[src/rtl/mem_port_arbiter_pkg.sv]
// Shared definitions for the I/D unified-memory port arbiter:
// FSM state encoding and port-owner encoding.
package mem_port_arbiter_pkg;

    localparam logic [1:0] ST_IDLE  = 2'd0;
    localparam logic [1:0] ST_GNT_I = 2'd1;
    localparam logic [1:0] ST_GNT_D = 2'd2;
    localparam logic [1:0] ST_RESP  = 2'd3;

    typedef logic owner_t;

    localparam owner_t OWN_I = 1'b0;
    localparam owner_t OWN_D = 1'b1;

endpackage

[src/rtl/mem_port_arbiter_if.sv]
// Bundle of the fetch port, load/store port and memory-side handshake
// signals seen by mem_port_arbiter. The slave modport is the arbiter's
// view; the master modport is the view of the pipeline and memory around it.
interface mem_port_arbiter_if #(
    parameter int AW = 32,
    parameter int DW = 32
);
    logic              i_req;
    logic [AW-1:0]     i_addr;
    logic [DW-1:0]     i_rdata;
    logic              i_ack;

    logic              d_req;
    logic              d_we;
    logic [DW/8-1:0]   d_be;
    logic [AW-1:0]     d_addr;
    logic [DW-1:0]     d_wdata;
    logic [DW-1:0]     d_rdata;
    logic              d_ack;

    logic              err;

    logic              mem_req;
    logic              mem_we;
    logic [DW/8-1:0]   mem_be;
    logic [AW-1:0]     mem_addr;
    logic [DW-1:0]     mem_wdata;
    logic [DW-1:0]     mem_rdata;
    logic              mem_ack;

    modport slave (
        input  i_req, i_addr,
        output i_rdata, i_ack,
        input  d_req, d_we, d_be, d_addr, d_wdata,
        output d_rdata, d_ack,
        output err,
        output mem_req, mem_we, mem_be, mem_addr, mem_wdata,
        input  mem_rdata, mem_ack
    );

    modport master (
        output i_req, i_addr,
        input  i_rdata, i_ack,
        output d_req, d_we, d_be, d_addr, d_wdata,
        input  d_rdata, d_ack,
        input  err,
        input  mem_req, mem_we, mem_be, mem_addr, mem_wdata,
        output mem_rdata, mem_ack
    );

endinterface

[src/rtl/mem_port_arbiter_arb_rr2.sv]
// Two-way fair arbiter: a lone requester wins; when both request, the port
// that did not own the memory last time wins. Grant is one-hot, indexed by
// owner encoding (bit OWN_I = fetch, bit OWN_D = load/store).
module arb_rr2
    import mem_port_arbiter_pkg::*;
(
    input  logic [1:0] req_i,
    input  owner_t     last_owner_i,
    output logic [1:0] gnt_o
);

    // Alternate on contention so neither port can starve the other.
    always_comb begin
        gnt_o = req_i;
        if (req_i[OWN_I] && req_i[OWN_D]) begin
            gnt_o = (last_owner_i == OWN_I) ? 2'b10 : 2'b01;
        end
    end

endmodule

[src/rtl/mem_port_arbiter.sv]
// Shares one single-ported memory between the fetch (I) and load/store (D)
// ports with one outstanding access at a time.
// Optional feature: define MEMARB_TIMEOUT_EN to abort an access that waits
// TMO_CYC cycles for mem_ack (ack returned with err=1, rdata=0).
//
//   state    | meaning
//   ---------+----------------------------------------------------------
//   ST_IDLE  | no access in flight; arbitrate and latch winner's request
//   ST_GNT_I | fetch access on the memory bus, waiting for mem_ack
//   ST_GNT_D | load/store access on the memory bus, waiting for mem_ack
//   ST_RESP  | one-cycle ack to the owner; owner's req ignored here
module mem_port_arbiter
    import mem_port_arbiter_pkg::*;
#(
    parameter int AW      = 32,
    parameter int DW      = 32,
    parameter int TMO_CYC = 255
) (
    input  logic                 clk,
    input  logic                 rst,
    mem_port_arbiter_if.slave    bus
);

    localparam int BW = DW / 8;

    if (TMO_CYC < 1) begin : g_tmo_check
        $error("TMO_CYC must be at least 1");
    end

    logic [1:0]    state_q, state_d;
    owner_t        owner_q, owner_d;
    owner_t        last_owner_q, last_owner_d;
    logic          mem_req_q, mem_req_d;
    logic          mem_we_q, mem_we_d;
    logic [BW-1:0] mem_be_q, mem_be_d;
    logic [AW-1:0] mem_addr_q, mem_addr_d;
    logic [DW-1:0] mem_wdata_q, mem_wdata_d;
    logic [DW-1:0] i_rdata_q, i_rdata_d;
    logic [DW-1:0] d_rdata_q, d_rdata_d;
    logic          err_q, err_d;
    logic [1:0]    gnt;
    logic          in_gnt;
    logic          tmo_hit;

    assign in_gnt = (state_q == ST_GNT_I) || (state_q == ST_GNT_D);

    arb_rr2 u_arb (
        .req_i        ({bus.d_req, bus.i_req}),
        .last_owner_i (last_owner_q),
        .gnt_o        (gnt)
    );

`ifdef MEMARB_TIMEOUT_EN
    localparam int CW = ($clog2(TMO_CYC + 1) > 8) ? $clog2(TMO_CYC + 1) : 8;

    logic [CW-1:0] cnt_q, cnt_d;

    // The access has spent TMO_CYC cycles in GNT when this cycle ends.
    assign tmo_hit = (cnt_q == CW'(TMO_CYC - 1));

    // Count cycles spent waiting in GNT; cleared whenever idle.
    always_comb begin
        cnt_d = '0;
        if (in_gnt) begin
            cnt_d = cnt_q + 1'b1;
        end
    end

    // Timeout counter register.
    always_ff @(posedge clk) begin
        if (rst) begin
            cnt_q <= '0;
        end else begin
            cnt_q <= cnt_d;
        end
    end
`else
    assign tmo_hit = 1'b0;
`endif

    // Grant FSM plus memory-request and read-data capture datapath.
    always_comb begin
        state_d      = state_q;
        owner_d      = owner_q;
        last_owner_d = last_owner_q;
        mem_req_d    = mem_req_q;
        mem_we_d     = mem_we_q;
        mem_be_d     = mem_be_q;
        mem_addr_d   = mem_addr_q;
        mem_wdata_d  = mem_wdata_q;
        i_rdata_d    = i_rdata_q;
        d_rdata_d    = d_rdata_q;
        err_d        = err_q;
        case (state_q)
            ST_IDLE: begin
                if (gnt[OWN_D]) begin
                    state_d     = ST_GNT_D;
                    owner_d     = OWN_D;
                    mem_req_d   = 1'b1;
                    mem_we_d    = bus.d_we;
                    mem_be_d    = bus.d_be;
                    mem_addr_d  = bus.d_addr;
                    mem_wdata_d = bus.d_wdata;
                end else if (gnt[OWN_I]) begin
                    state_d     = ST_GNT_I;
                    owner_d     = OWN_I;
                    mem_req_d   = 1'b1;
                    mem_we_d    = 1'b0;
                    mem_be_d    = '1;
                    mem_addr_d  = bus.i_addr;
                    mem_wdata_d = '0;
                end
            end
            ST_GNT_I, ST_GNT_D: begin
                if (bus.mem_ack) begin
                    state_d   = ST_RESP;
                    mem_req_d = 1'b0;
                    if (owner_q == OWN_I) begin
                        i_rdata_d = bus.mem_rdata;
                    end else begin
                        d_rdata_d = mem_we_q ? '0 : bus.mem_rdata;
                    end
                end else if (tmo_hit) begin
                    state_d   = ST_RESP;
                    mem_req_d = 1'b0;
                    err_d     = 1'b1;
                    if (owner_q == OWN_I) begin
                        i_rdata_d = '0;
                    end else begin
                        d_rdata_d = '0;
                    end
                end
            end
            ST_RESP: begin
                state_d      = ST_IDLE;
                last_owner_d = owner_q;
                err_d        = 1'b0;
            end
            default: begin
                state_d = ST_IDLE;
            end
        endcase
    end

    // State and output registers; reset clears every visible output.
    always_ff @(posedge clk) begin
        if (rst) begin
            state_q      <= ST_IDLE;
            owner_q      <= OWN_I;
            last_owner_q <= OWN_I;
            mem_req_q    <= 1'b0;
            mem_we_q     <= 1'b0;
            mem_be_q     <= '0;
            mem_addr_q   <= '0;
            mem_wdata_q  <= '0;
            i_rdata_q    <= '0;
            d_rdata_q    <= '0;
            err_q        <= 1'b0;
        end else begin
            state_q      <= state_d;
            owner_q      <= owner_d;
            last_owner_q <= last_owner_d;
            mem_req_q    <= mem_req_d;
            mem_we_q     <= mem_we_d;
            mem_be_q     <= mem_be_d;
            mem_addr_q   <= mem_addr_d;
            mem_wdata_q  <= mem_wdata_d;
            i_rdata_q    <= i_rdata_d;
            d_rdata_q    <= d_rdata_d;
            err_q        <= err_d;
        end
    end

    assign bus.mem_req   = mem_req_q;
    assign bus.mem_we    = mem_we_q;
    assign bus.mem_be    = mem_be_q;
    assign bus.mem_addr  = mem_addr_q;
    assign bus.mem_wdata = mem_wdata_q;
    assign bus.i_rdata   = i_rdata_q;
    assign bus.d_rdata   = d_rdata_q;
    assign bus.i_ack     = (state_q == ST_RESP) && (owner_q == OWN_I);
    assign bus.d_ack     = (state_q == ST_RESP) && (owner_q == OWN_D);
    assign bus.err       = err_q;

endmodule
[src/flat_wrapper.sv]
// flat-port wrapper written by rule: the top's interface ports become plain ports
module mem_port_arbiter_flat import mem_port_arbiter_pkg::*;
#(
    parameter int AW      = 32,
    parameter int DW      = 32,
    parameter int TMO_CYC = 255
)
  (clk, rst, bus_i_req, bus_i_addr, bus_i_rdata, bus_i_ack, bus_d_req, bus_d_we, bus_d_be, bus_d_addr, bus_d_wdata, bus_d_rdata, bus_d_ack, bus_err, bus_mem_req, bus_mem_we, bus_mem_be, bus_mem_addr, bus_mem_wdata, bus_mem_rdata, bus_mem_ack);
  mem_port_arbiter_if #(.AW(AW), .DW(DW)) bus_i ();
  input  logic clk;
  input  logic rst;
  input wire logic [$bits(bus_i.i_req)-1:0] bus_i_req;
  input wire logic [$bits(bus_i.i_addr)-1:0] bus_i_addr;
  output wire logic [$bits(bus_i.i_rdata)-1:0] bus_i_rdata;
  output wire logic [$bits(bus_i.i_ack)-1:0] bus_i_ack;
  input wire logic [$bits(bus_i.d_req)-1:0] bus_d_req;
  input wire logic [$bits(bus_i.d_we)-1:0] bus_d_we;
  input wire logic [$bits(bus_i.d_be)-1:0] bus_d_be;
  input wire logic [$bits(bus_i.d_addr)-1:0] bus_d_addr;
  input wire logic [$bits(bus_i.d_wdata)-1:0] bus_d_wdata;
  output wire logic [$bits(bus_i.d_rdata)-1:0] bus_d_rdata;
  output wire logic [$bits(bus_i.d_ack)-1:0] bus_d_ack;
  output wire logic [$bits(bus_i.err)-1:0] bus_err;
  output wire logic [$bits(bus_i.mem_req)-1:0] bus_mem_req;
  output wire logic [$bits(bus_i.mem_we)-1:0] bus_mem_we;
  output wire logic [$bits(bus_i.mem_be)-1:0] bus_mem_be;
  output wire logic [$bits(bus_i.mem_addr)-1:0] bus_mem_addr;
  output wire logic [$bits(bus_i.mem_wdata)-1:0] bus_mem_wdata;
  input wire logic [$bits(bus_i.mem_rdata)-1:0] bus_mem_rdata;
  input wire logic [$bits(bus_i.mem_ack)-1:0] bus_mem_ack;
  assign bus_i.i_req = bus_i_req;
  assign bus_i.i_addr = bus_i_addr;
  assign bus_i_rdata = bus_i.i_rdata;
  assign bus_i_ack = bus_i.i_ack;
  assign bus_i.d_req = bus_d_req;
  assign bus_i.d_we = bus_d_we;
  assign bus_i.d_be = bus_d_be;
  assign bus_i.d_addr = bus_d_addr;
  assign bus_i.d_wdata = bus_d_wdata;
  assign bus_d_rdata = bus_i.d_rdata;
  assign bus_d_ack = bus_i.d_ack;
  assign bus_err = bus_i.err;
  assign bus_mem_req = bus_i.mem_req;
  assign bus_mem_we = bus_i.mem_we;
  assign bus_mem_be = bus_i.mem_be;
  assign bus_mem_addr = bus_i.mem_addr;
  assign bus_mem_wdata = bus_i.mem_wdata;
  assign bus_i.mem_rdata = bus_mem_rdata;
  assign bus_i.mem_ack = bus_mem_ack;
  mem_port_arbiter #(.AW(AW), .DW(DW), .TMO_CYC(TMO_CYC)) u_core (.clk(clk), .rst(rst), .bus(bus_i));
endmodule
[config.mk]
export PLATFORM = sky130hd
export DESIGN_NAME = mem_port_arbiter_flat
export DESIGN_NICKNAME = d
export VERILOG_FILES = /design/src/rtl/mem_port_arbiter_pkg.sv /design/src/rtl/mem_port_arbiter_if.sv /design/src/rtl/mem_port_arbiter_arb_rr2.sv /design/src/rtl/mem_port_arbiter.sv /design/src/flat_wrapper.sv
export SDC_FILE = /design/constraint.sdc
export NUM_CORES = 1
export LEC_CHECK = 0
export BUFFER_PORTS_ARGS = -buffer_cell sky130_fd_sc_hd__buf_2
export CORE_MARGIN = 2
export CORE_UTILIZATION = 42
export DETAILED_ROUTE_END_ITERATION = 7
export GPL_TIMING_DRIVEN = 1
export PLACE_DENSITY = 0.75
export SETUP_SLACK_MARGIN = 0.3
export SLEW_MARGIN = 20
export SYNTH_ARGS = -nofsm -noshare
export SYNTH_HDL_FRONTEND = slang
export SYNTH_HIERARCHICAL = 1
export SYNTH_SLANG_ARGS = --single-unit
[constraint.sdc]
create_clock -name clk -period 1.36 [get_ports clk]
set_input_delay 0.136 -clock clk [delete_from_list [all_inputs] [get_ports clk]]
set_output_delay 0.136 -clock clk [all_outputs]
set_load 0.05 [all_outputs]
==> results summary, run 1 <==
The run finished, with violations left. The checks that failed: negative setup slack. The longest individual stage delay on the worst path came out at 360 ps. The number of core rows came out at 42.

The worst setup slack after layout came out at -306 ps. The count of vias placed by the detailed router is 7050. The placeable core region came out at 13100 sq um.

The sum of overflow across all layers after global routing came out at 0. The post-route clock period utilization came out at 1.23. The warning count from the yosys run is 6. The proportion of synthesized flip-flops having asynchronous set or reset came out at 0. The congestion estimate from routability-driven global placement came to 0.809. The clock passes through at most 2 buffers. Of the total power, registers draw 0.251.

The number of nets with antenna violations after detailed routing is 0. The number of standard cells after synthesis came out at 631. For the worst setup path, the data required time is 1710 ps. The overall power came out at 23.6 mW.

For this configuration, the core starts out at a cell density of 0.427. The total wirelength of the detailed-routed design came out at 28.7 mm. For this block, the initial DRC count from the detailed router was 890.

The insertion delay of the later-clocked pin in the worst-skew pair came out at 430 ps. The startpoint type of the worst setup path is a flop. The power density over cell area is 2040 nW/um^2. The number of H-tree levels came out at 4. The wire length of the first global-routing pass came out at 31.1 mm. Before CTS, the worst setup slack after placement is -22.8 ps.

Leaving out fill and tap cells, the most frequent cell in the layout is sky130_fd_sc_hd__buf_2. The number of hold-slack violations in the final timing report is 0. The slowest stage of the critical path is the sky130_fd_sc_hd__dfxtp_4 cell. The clock sink count came out at 138. Across the run, the number of max-cap violations was 0. The post-detailed-route wirelength per cell is 23.4 microns. The first-pass iteration count of the detailed router is 5. The setup-violating endpoint count in the final report is 135. The cell at the root of the clock tree is sky130_fd_sc_hd__clkbuf_16. The signal arrival time at the worst endpoint is 2010 ps. The category of cells accounting for the largest share of critical-path delay is compound AO/OA/AOI/OAI gates. The detailed-route vias per instance came out at 5.76. The portion of total power attributed to combinational logic is 0.536. Of all nets on the critical path, the largest fanout is 20. For the final database, setup skew stands at 12.8 ps.

Clock-pin slew was measured on the worst setup and hold paths at 60 ps. The flip-flop and latch count after synthesis came out at 138. TritonCTS created 17 clock buffers.

The critical path in this run is classified as flop to flop. Compared with the post-synthesis result, the final layout area differs by 106%. In the final layout, the share of cells above drive strength 1 is 0.663. The number of global-route vias before repair is 6097. The average instance area after synthesis came out at 8.89 sq um.

The maximum vdd drop came out at 0.00155 V. Internal power comes to 13.8 mW. The count of buffers from port buffering is 273.

The net switching power figure is 9.79 mW. Among all flip-flop cells after synthesis, the most frequent one is sky130_fd_sc_hd__dfxtp_1. In this run, synthesis inferred 0 flip-flops with an integrated enable. Entering global routing, the biggest net connects 73 pins. The sum of net half-perimeters after detailed placement is 10.7 mm. The library cells used most frequently in the layout, excluding fill and tap cells, are 144 x sky130_fd_sc_hd__buf_2, 93 x sky130_fd_sc_hd__nand2_1, 90 x sky130_fd_sc_hd__dfxtp_2. The register area share after synthesis came out at 0.493. The worst setup path is captured at a flop. The signal on the critical path passes through a21boi_4, buf_6, buf_16, buf_12, nand3_1, a21oi_1. The final count of pins violating max slew is 0. TritonCTS built the clock tree. At the end of the flow, the number of nets in the layout was 1174.

The area of the mapped netlist came out at 5610 sq um. The final critical path time including I/O delays and setup came out at 1670 ps. Setup repair after global routing could not meet its margin everywhere. The global router's overall resource usage came out at 0.275. The tightest min-delay check is of the input pin to flop type. The die is 120 microns wide.

The share of total power dissipated in the clock network is 0.212. The synthesized netlist contains 31 unique library cells. The number of buffers and inverters on the critical path is 3.

The total DRC errors in the routed layout is 0. The switching power as a share of total power came out at 0.415. The number of placed I/O pins is 275.

The initial antenna violation count is 2. The net count after synthesis came out at 772. The height of the die came out at 120 microns. The maximum clock frequency came out at 0.600 GHz.

The fraction of the core area covered by cells at the end of the flow is 0.881. The overall die area is 14300 sq um. The leakage dissipation is 4.92 nW.
## tightest hold or removal path, cell delays in order
cell and delay, ps:
sky130_fd_sc_hd__buf_2 80, sky130_fd_sc_hd__mux2i_2 60, sky130_fd_sc_hd__a211oi_2 160
## power by group through the flow
stage	clock, mW	sequential, mW	combinational (mW)
2_1_floorplan	0	8.00	3.04
5_1_grt	5.24	5.99	13.0
6_report	5.02	5.93	12.7
3_5_place_dp	0	5.34	7.28
3_3_place_gp	0	5.33	7.21
4_1_cts	4.95	5.49	9.43
## stage by stage
step           TNS [ps]  instance area, sq um  hold WS [ps]  instances
5_1_grt          -20230                 11600          44.6       1223
2_1_floorplan         0                  5750           272        631
4_1_cts           -2770                  9720          2.34       1170
3_5_place_dp      -45.8                  7240           396       1046
6_report         -14060                 11600          51.5       1223
3_3_place_gp          0                  7240           390       1046
## synthesized netlist by cell type, types with 5 or more instances
cell type | number | area, sq um
sky130_fd_sc_hd__a21oi_1 | 101 | 505
sky130_fd_sc_hd__buf_6 | 5 | 56.3
sky130_fd_sc_hd__nand2_1 | 132 | 495
sky130_fd_sc_hd__mux2i_1 | 32 | 320
sky130_fd_sc_hd__buf_2 | 20 | 100
sky130_fd_sc_hd__inv_1 | 5 | 18.8
sky130_fd_sc_hd__nand3b_1 | 37 | 278
sky130_fd_sc_hd__nor2_1 | 39 | 146
sky130_fd_sc_hd__clkbuf_1 | 19 | 71.3
sky130_fd_sc_hd__nand3_1 | 34 | 170
sky130_fd_sc_hd__o21ai_0 | 6 | 30.0
sky130_fd_sc_hd__dfxtp_1 | 138 | 2760
sky130_fd_sc_hd__a211oi_2 | 32 | 400
sky130_fd_sc_hd__buf_4 | 11 | 82.6
## layer usage
| layer | routed length [microns] | up-vias | share of wire | track usage |
|---|---|---|---|---|
| met3 | 2440 | 194 | 0.085 | 0.0618 |
| met1 | 9950 | 3350 | 0.35 | 0.320 |
| met2 | 13900 | 522 | 0.49 | 0.466 |
| met4 | 2350 | 2 | 0.082 | 0.155 |
| li1 | - | 2982 | - | - |
| met5 | 13 | - | 0.00045 | 0 |
## worst paths after layout
kind	start	to	slack (ps)	depth (start not counted)
max	u_core/last_owner_q	u_core/bus.mem_wdata[0]	-310	6
max reg2reg	u_core/last_owner_q	u_core/bus.mem_wdata[0]	-310	6
min reg2reg	u_core/bus.d_rdata[7]	u_core/bus.d_rdata[7]	460	2
min	bus_d_addr[14]	u_core/bus.mem_addr[14]	50	3
## sequential cells by signal, indices dropped and copies added (netlist names)
signal	flops
u_core/bus.i_rdata	32
u_core/last_owner_q	1
u_core/bus.mem_wdata	32
u_core/bus.mem_addr	32
u_core/bus.mem_we	1
u_core/owner_q	1
u_core/bus.d_rdata	32
u_core/bus.mem_be	4
u_core/bus.mem_req	1
u_core/state_q	2
## logic make-up after synthesis
family          share of synthesized area
simple gates                        0.204
compound gates                      0.180
flops                               0.493
buf+inv                            0.0593
mux                                0.0571
fa+ha+maj                         0.00669
other cells                      0.000669
## cell type report
cell class / count / area [sq um]
multi-input combinational: 432 / 3210
antenna: 1 / 2.50
fill: 536 / 1560
clock inverter: 12 / 169
tap: 176 / 220
timing repair buffer: 439 / 4530
clock buffer: 20 / 457
sequential: 138 / 2970
inverter: 5 / 21.3
## what timing repair did
item,in CTS,in global routing
setup buffers,20,39
hold endpoints to repair,85,0
gates resized for setup,271,482
pin swaps,23,56
gates cloned,10,13
endpoints found under the setup margin,273,273
hold buffers,62,0
No activity file was read; power rests on OpenSTA's default activity.
==> run 2, diff against run 1 <==
- CORE_UTILIZATION: 42 -> 50
- MAX_ROUTING_LAYER: not set -> met4
- PLACE_DENSITY: 0.75 -> 0.84
- clock period: 1.36 -> 2.1 ns (I/O delays scaled with it)
==> run 2 against run 1 <==
The flow now finishes without violations; clock power decreased by 48%; first-iteration DRC count shrank 48%; largest cell class is now flip-flops and latches; non-clock buffer count down 86.
==> results summary, run 2 (synthesis results as in run 1) <==
The post-place instance area came out at 6980 sq um. Clock-pin slew was measured on the worst setup and hold paths at 60 ps. The cell depth of the worst hold path came out at 2. After legalization and detailed placement, the total HPWL measured 10.8 mm. The share of total power dissipated in sequential elements is 0.319. The share of total power dissipated in combinational logic is 0.437. For this run, the slowest stage of the critical path takes 720 ps. By startpoint and endpoint, the worst setup path is classified as flop to flop. At the later pin of the worst-skew pair, clock insertion delay measures 500 ps.

The total DRC errors in the routed layout is 0. The maximum clock frequency is 0.574 GHz. The total wirelength of the detailed-routed design came out at 17.7 mm. The height of the die came out at 110 microns. The transition time at the pin with the least slew margin is 893 ps. Measured along the x axis, the die boundary spans 110 microns.

The worst path required time came out at 2520 ps. In this run the most used layer during global routing was met2. After the last flow step, the layout net total stands at 1088. Summed over all layers, the global routing overflow is 0. The depth of the most critical reg-to-reg path is 4. The count of routing violations after the opening detailed-route iteration came out at 464. Dividing the detail-routed wire length by the instance count gives 16.1 microns. The initial core utilization came out at 0.515.

For hold timing, the worst endpoint is u_core/bus.mem_addr[10]. The cell at the root of the clock tree is sky130_fd_sc_hd__clkbuf_8. Traced cell by cell, the critical path runs through a21boi_4, o21ai_4, nand2_1, a21oi_1. The number of H-tree levels is 4.

The tool flagged a number of max-cap violations equal to 0. The analysis attributes to cell leakage a power of 3.73 nW. The worst hold path belongs to the class input pin to flop. The global router's overall resource usage is 0.286. After filler insertion, the fill cell instance count of the layout stands at 758.

Dividing the final minimum period by the clock period gives 0.830. The final count of pins violating max slew is 0. The run finished with clean final reports. The post-CTS setup buffer count came out at 0. The number of nets with antenna violations after detailed routing is 0.

The power density over cell area is 1310 nW/um^2. The capture instance of the worst register-to-register path is u_core/bus.mem_wdata[24]. The first global-routing pass estimated 26.1 mm of wire. The largest fanout on the critical path is 34. The tightest slew margin relative to the limit came out at 0.402. The beginning of the worst hold path is rst. Setup violations remaining at the end of the flow were counted as 0. The clock network fraction of total power is 0.244. The first detailed-routing pass ran for 5 iterations. After floorplanning, the core was sized to cover 10900 sq um. In the global route stage, met1 resource usage came out at 0.306.

The clock passes through at most 2 buffers. The number of placed I/O pins is 275. The number of global-route vias before repair came to 5500. The count of vias placed by the detailed router came out at 5787.

The final instance area is 8190 sq um. The initial antenna violation count is 1. The worst setup path is captured at a flop. The congestion estimate from routability-driven global placement came to 0.806. The maximum vdd drop came out at 0.000788 V. The internal power summed over all cells came out at 5.87 mW. The TritonCTS buffer count came out at 17. The startpoint of the worst-slack reg-to-reg timing path is u_core/last_owner_q.

The worst clock skew came out at 9.56 ps. Setup repair after global routing could not meet its margin everywhere. STA puts the critical path data arrival time at 2170 ps.

The number of core rows came out at 38. The slack of the worst reg-to-reg path came out at 360 ps. For this run, global-route usage on met3 was measured as 0.0723. The fraction of final layout cells sized beyond drive strength 1 is 0.372.

For this run, global-route usage on met2 was measured as 0.493. The clock tree from TritonCTS is built. The library cells used most frequently in the layout, excluding fill and tap cells, are 272 x sky130_fd_sc_hd__buf_2, 138 x sky130_fd_sc_hd__dfxtp_1, 132 x sky130_fd_sc_hd__nand2_1. The fraction of the core area covered by cells at the end of the flow is 0.752. The worst setup path is launched from a flop.

Entering global routing, the biggest net connects 74 pins. The final critical path time including I/O delays and setup is 1740 ps. Summed over all nets, the switching power comes to 4.84 mW. The die covers 12100 sq um.

The most common cell after layout, fill and taps aside is sky130_fd_sc_hd__buf_2. The clock sink count came out at 138. The slowest stage of the critical path is the sky130_fd_sc_hd__o21ai_4 cell. Port buffering added 273 buffers.

The switching power as a share of total power is 0.452. After routing, the total negative slack on setup checks comes to 0 ps. The area added between synthesis and finish is 46.0%. Dividing the detail-routed via count by the number of cells gives 5.25. The number of hold-slack violations in the final timing report came out at 0.
## run 2: cell types whose count changed in the layout (fill, tap and decap cells not counted), moves of 24 or more
| cell | change |
|---|---|
| sky130_fd_sc_hd__dfxtp_2 | -90 |
| sky130_fd_sc_hd__a21oi_1 | +37 |
| sky130_fd_sc_hd__a21oi_2 | -37 |
| sky130_fd_sc_hd__dfxtp_4 | -26 |
| sky130_fd_sc_hd__nand2_1 | +39 |
| sky130_fd_sc_hd__nor2_1 | +26 |
| sky130_fd_sc_hd__buf_2 | +128 |
| sky130_fd_sc_hd__nand2_4 | -24 |
| sky130_fd_sc_hd__dfxtp_1 | +116 |
| sky130_fd_sc_hd__buf_8 | -81 |
| sky130_fd_sc_hd__buf_6 | -62 |
| sky130_fd_sc_hd__buf_4 | -38 |
## run 2: cell type report
| class | instances | area, sq um | share of cell area |
|---|---|---|---|
| Tap cell | 140 | 175 | 0.0214 |
| Inverter | 5 | 18.8 | 0.00229 |
| Clock inverter | 14 | 98.8 | 0.0121 |
| Timing Repair Buffer | 353 | 2170 | 0.266 |
| Sequential cell | 138 | 2760 | 0.337 |
| Antenna cell | 2 | 5.00 | 0.000611 |
| Clock buffer | 18 | 418 | 0.0510 |
| Multi-Input combinational cell | 432 | 2530 | 0.310 |
## run 2: metrics by stage
stage | power [mW] | worst slack (ps) | instances | hold WS (ps)
2_1_floorplan | 6.97 | 659 | 631 | 346
5_1_grt | 11.2 | 262 | 1101 | 28.5
3_5_place_dp | 7.91 | 316 | 1002 | 441
4_1_cts | 10.6 | 348 | 1099 | 22.1
3_3_place_gp | 7.84 | 382 | 1002 | 435
6_report | 10.7 | 358 | 1102 | 45.9
## run 2: power by group through the flow
stage | combinational (mW) | clock [mW] | sequential [mW]
after global placement | 4.40 | 0 | 3.45
after global routing | 4.95 | 2.74 | 3.47
after floorplan | 1.80 | 0 | 5.17
after detailed placement | 4.45 | 0 | 3.46
after CTS | 4.55 | 2.63 | 3.41
final | 4.68 | 2.61 | 3.42
## run 2: worst max path at each step
stage	startpoint	endpoint	slack (ps)
floorplan	u_core/last_owner_q	u_core/bus.mem_addr[0]	660
global placement	u_core/state_q[0]	u_core/bus.d_rdata[1]	380
detailed placement	u_core/last_owner_q	u_core/bus.mem_addr[6]	320
CTS	u_core/state_q[0]	u_core/bus.d_rdata[4]	350
global route	u_core/last_owner_q	u_core/bus.mem_wdata[24]	260
finish	u_core/last_owner_q	u_core/bus.mem_wdata[24]	360
## run 2: metal layers
metal  part of all wire  up-vias
li1                   -     2785
met1               0.38     2659
met2               0.51      297
met3              0.085       46
met4              0.030        0
met5                  0        -
## run 2: repair_timing
item                                    4_1_cts  5_1_grt
endpoints found under the setup margin        5       22
hold endpoints to repair                     96        0
hold buffers                                 65        0
resized for setup                             1        1
gates cloned                                  0        1
## run 2: critical path, delay by kind of cell (launching register included)
family	cells	cell delay [ps]
compound gates	3	1040
flops	1	400
simple gates	1	220
